`config.mk`:
```
export PLATFORM = sky130hd
export DESIGN_NAME = tff_down_counter
export DESIGN_NICKNAME = d
export VERILOG_FILES = /design/src/rtl/tff_down_counter.sv
export SDC_FILE = /design/constraint.sdc
export NUM_CORES = 1
export LEC_CHECK = 0
export ABC_AREA = 1
export CAP_MARGIN = 40
export CORE_AREA = 2 2 39 41
export DETAILED_ROUTE_END_ITERATION = 10
export DIE_AREA = 0 0 41 43
export REMOVE_ABC_BUFFERS = 1
export SETUP_SLACK_MARGIN = 0.4
export SYNTH_ARGS = -nofsm -noshare
export SYNTH_HDL_FRONTEND = slang
export SYNTH_SLANG_ARGS = --single-unit
```
`constraint.sdc`:
```
create_clock -name clk -period 3.21 [get_ports clk]
set_clock_uncertainty 0.05 [all_clocks]
set_input_delay 0.642 -clock clk [delete_from_list [all_inputs] [get_ports clk]]
set_output_delay 0.642 -clock clk [all_outputs]
set_load 0.01 [all_outputs]
```
`src/rtl/tff_down_counter.sv`:
```
// Loadable down counter built as a borrow-driven toggle chain; serves as an
// interval/timeout timer with optional auto-reload and a one-cycle done pulse.
module tff_down_counter #(
  parameter int WIDTH = 3
) (
  input  logic             clk,
  input  logic             reset,
  input  logic             load,
  input  logic [WIDTH-1:0] load_val,
  input  logic             en,
  input  logic             auto_reload,
  output logic [WIDTH-1:0] q,
  output logic             busy,
  output logic             done
);

  typedef enum logic {
    IDLE  = 1'b0,
    COUNT = 1'b1
  } state_t;

  state_t           state_q, state_d;
  logic [WIDTH-1:0] count_q, count_d;
  logic [WIDTH-1:0] reload_q, reload_d;
  logic             done_q, done_d;
  logic             terminal;

  // Bit 0 always toggles; bit i toggles only when every lower bit is 0 (borrow).
  function automatic logic [WIDTH-1:0] tff_borrow_step(input logic [WIDTH-1:0] v);
    logic [WIDTH-1:0] toggle;
    logic             lower_zero;
    toggle     = '0;
    lower_zero = 1'b1;
    for (int i = 0; i < WIDTH; i++) begin
      toggle[i]  = lower_zero;
      lower_zero = lower_zero & ~v[i];
    end
    return v ^ toggle;
  endfunction

  assign terminal = (count_q == WIDTH'(1));

  always_comb begin
    state_d  = state_q;
    count_d  = count_q;
    reload_d = reload_q;
    done_d   = 1'b0;
    if (load) begin
      if (load_val != '0) begin
        count_d  = load_val;
        reload_d = load_val;
        state_d  = COUNT;
      end else begin
        // A zero interval completes immediately.
        count_d = '0;
        state_d = IDLE;
        done_d  = 1'b1;
      end
    end else if ((state_q == COUNT) && en) begin
      if (terminal) begin
        done_d = 1'b1;
        if (auto_reload) begin
          count_d = reload_q;
        end else begin
          count_d = '0;
          state_d = IDLE;
        end
      end else begin
        count_d = tff_borrow_step(count_q);
      end
    end
  end

  always_ff @(posedge clk) begin
    if (reset) begin
      state_q  <= IDLE;
      count_q  <= '0;
      reload_q <= '0;
      done_q   <= 1'b0;
    end else begin
      state_q  <= state_d;
      count_q  <= count_d;
      reload_q <= reload_d;
      done_q   <= done_d;
    end
  end

  assign q    = count_q;
  assign busy = (state_q == COUNT);
  assign done = done_q;

endmodule

```
==> flow_summary.yaml <==
job:
  cap_viol_max_count: 0
synth:
  netlist-cell-type-count: 12
  ys_ff_latch: 8
  synth_area_sq_um: 420.4
  ys_warn_count: 0
  yosysSeqAreaShare_pct: 38.10
  synth_cells: 66
  synth.avg_cell_area_sq_um: 6.370
power:
  p_int_uw: 175.7
  pwr-share-comb_pct: 22.3
  cellLeakagePower_uw: 0.0002714
  netSwitchingFraction_pct: 27.72
  seq_power_share_pct: 45.6
  power_density_nw_per_um2: 416.9
  switching_power_uw: 67.38
  ir_drop_mv: 0.2178
  clkPwrFrac_pct: 32.1
global_routing:
  track_usage_pct: 13.57
  grt_max_degree: 8
  gr-total-overflow: 0
  grt_pass1_vias: 402
  antenna_found_initial: 0
  grt_pass1_wl_um: 1580
layout:
  drive_gt1_share_pct: 6.173
  diodes: 0
  final_cell_mix: "nand2_1, inv_1, clkdlybuf4s50_1"
  synthToLayoutAreaGrowth_pct: 38.69
  nets: 93
  final_common_cell: "nand2_1"
  final_core_util_pct: 42.13
floorplan:
  die_y_um: 43
  num_io_pins: 13
  dieArea_sq_um: 1763
  rows: 14
  floorplan.die.width_um: 41
  core_area_sq_um: 1384
  start_util_pct: 30.38
clock_network:
  clockBufferDepth: 2
  clock-sinks: 8
  cts_resized: 0
  htree_num_levels: 1
  clockRootBuffer: "clkbuf_4"
  numCtsBuffers: 3
  cts_setup_buffers: 0
  clk-insertion-delay-late_ns: 0.26
  cts_hold_buf: 0
  cts_tree: "done"
  clkTransAtPathRegs_ns: 0.06
routing:
  top_layer_used: "met4"
  drt-met1-wl_um: 455
  antenna_left: 0
  first_pass_iters: 4
  wl_met3_um: 45
  drc_errors: 0
  viasPerCell: 4.381
  totalWireLength_um: 939
  via_count: 425
  wl_met2_um: 413
  wl_per_cell_um: 9.680
  drtIter0Drc: 7
sta:
  tightestPinTransition_ns: 0.2616
  maxSlewViolCount: 0
  grt_setup_unrepaired: "false"
  finalWorstPathRequiredPeriod_ns: 1.906
  period_share_pct: 59.39
  finalHoldViolCount: 0
  relSlewSlack_pct: 82.50
  tns_ns: 0
  finalSetupViolCount: 0
  max_freq_mhz: 524.5
  hold-worst-slack_ns: 0.4205
critical_path:
  critPathRequiredTime_ns: 2.52
  crit_chain: "clkdlybuf4s50_1"
  crit_path_start_kind: "flop"
  cp_slowest_cell: "clkdlybuf4s50_1"
  critical_path.n_buffers_inverters: 1
  critPathTopFamily: "buffers and inverters"
  arrival_ns: 1.21
  crit_path_end_kind: "output port"
  cp_max_fo: 5
  critPathKind: "reg -> out"
  max_stage_delay_ns: 0.56
min_path:
  hp-class: "reg -> reg"
status:
  status: "completed"
placement:
  io_buffers: 12
  gp_congestion: 0.7500
  hpwl_um: 739.7
## kinds of logic after synthesis
family,Yosys count,synth area share [%]
adders and majority gates,2,5.951
AOI/OAI and AO/OA,11,13.39
DFF,8,38.09
and+or+nand+nor,32,30.96
buffers and inverters,13,11.61
## path summary, 6_finish.rpt
path,endpoint,depth (start not counted),slack (ns),startpoint
setup / recovery,q[2],1,1.30,q[2]
hold / removal,reload_q[1],2,0.42,reload_q[1]
setup reg to reg,q[2],9,2.01,q[0]
hold reg to reg,reload_q[1],2,0.42,reload_q[1]
## flip-flops by register name (all words and copies together), names as in the netlist
| signal | count |
|---|---|
| busy | 1 |
| done | 1 |
| q | 3 |
| reload_q | 3 |
## stage by stage
stage	cell area [sq um]	worst slack (ns)	total power, uW	instances
floorplan	420.4	2.019	141.3	66
global placement	560.5	1.354	167.6	94
detailed placement	560.5	1.339	167.0	94
CTS	583.1	1.296	245.3	97
global route	583.1	1.244	259.9	97
finish	583.1	1.304	243.1	97
## routing by layer
metal | up-vias | GRT usage (%)
li1 | 237 | -
met3 | 4 | 6.283
met5 | - | 0
met4 | 0 | 8.000
met2 | 8 | 18.75
met1 | 176 | 16.45
## layout make-up
class | count | area [sq um]
repair buffers | 12 | 120.1
multi-input cells | 45 | 211.5
inverters | 13 | 48.80
well taps | 16 | 20.02
clock buffers | 3 | 22.52
fillers | 162 | 800.8
flip-flops and latches | 8 | 160.2
## cells in the mapped netlist
library cell	n	area (sq um)
nor2_2	1	6.260
a21oi_1	6	30.03
o21ai_1	1	5.000
nand3_1	4	20.02
ha_1	2	25.02
dfxtp_1	8	160.2
nand2_1	21	78.83
inv_1	13	48.80
o22ai_1	1	6.260
o21ai_0	3	15.01
nand2_2	1	6.260
nor2_1	5	18.77
## power by group through the flow
stage | Clock, uW | Combinational, uW | Sequential, uW
6_report | 78.1 | 54.1 | 111
3_5_place_dp | 0 | 54.0 | 113
5_1_grt | 87.2 | 61.0 | 112
3_3_place_gp | 0 | 54.4 | 113
4_1_cts | 80.0 | 54.4 | 111
2_1_floorplan | 0 | 26.8 | 114
No activity file was read; power rests on OpenSTA's default activity.
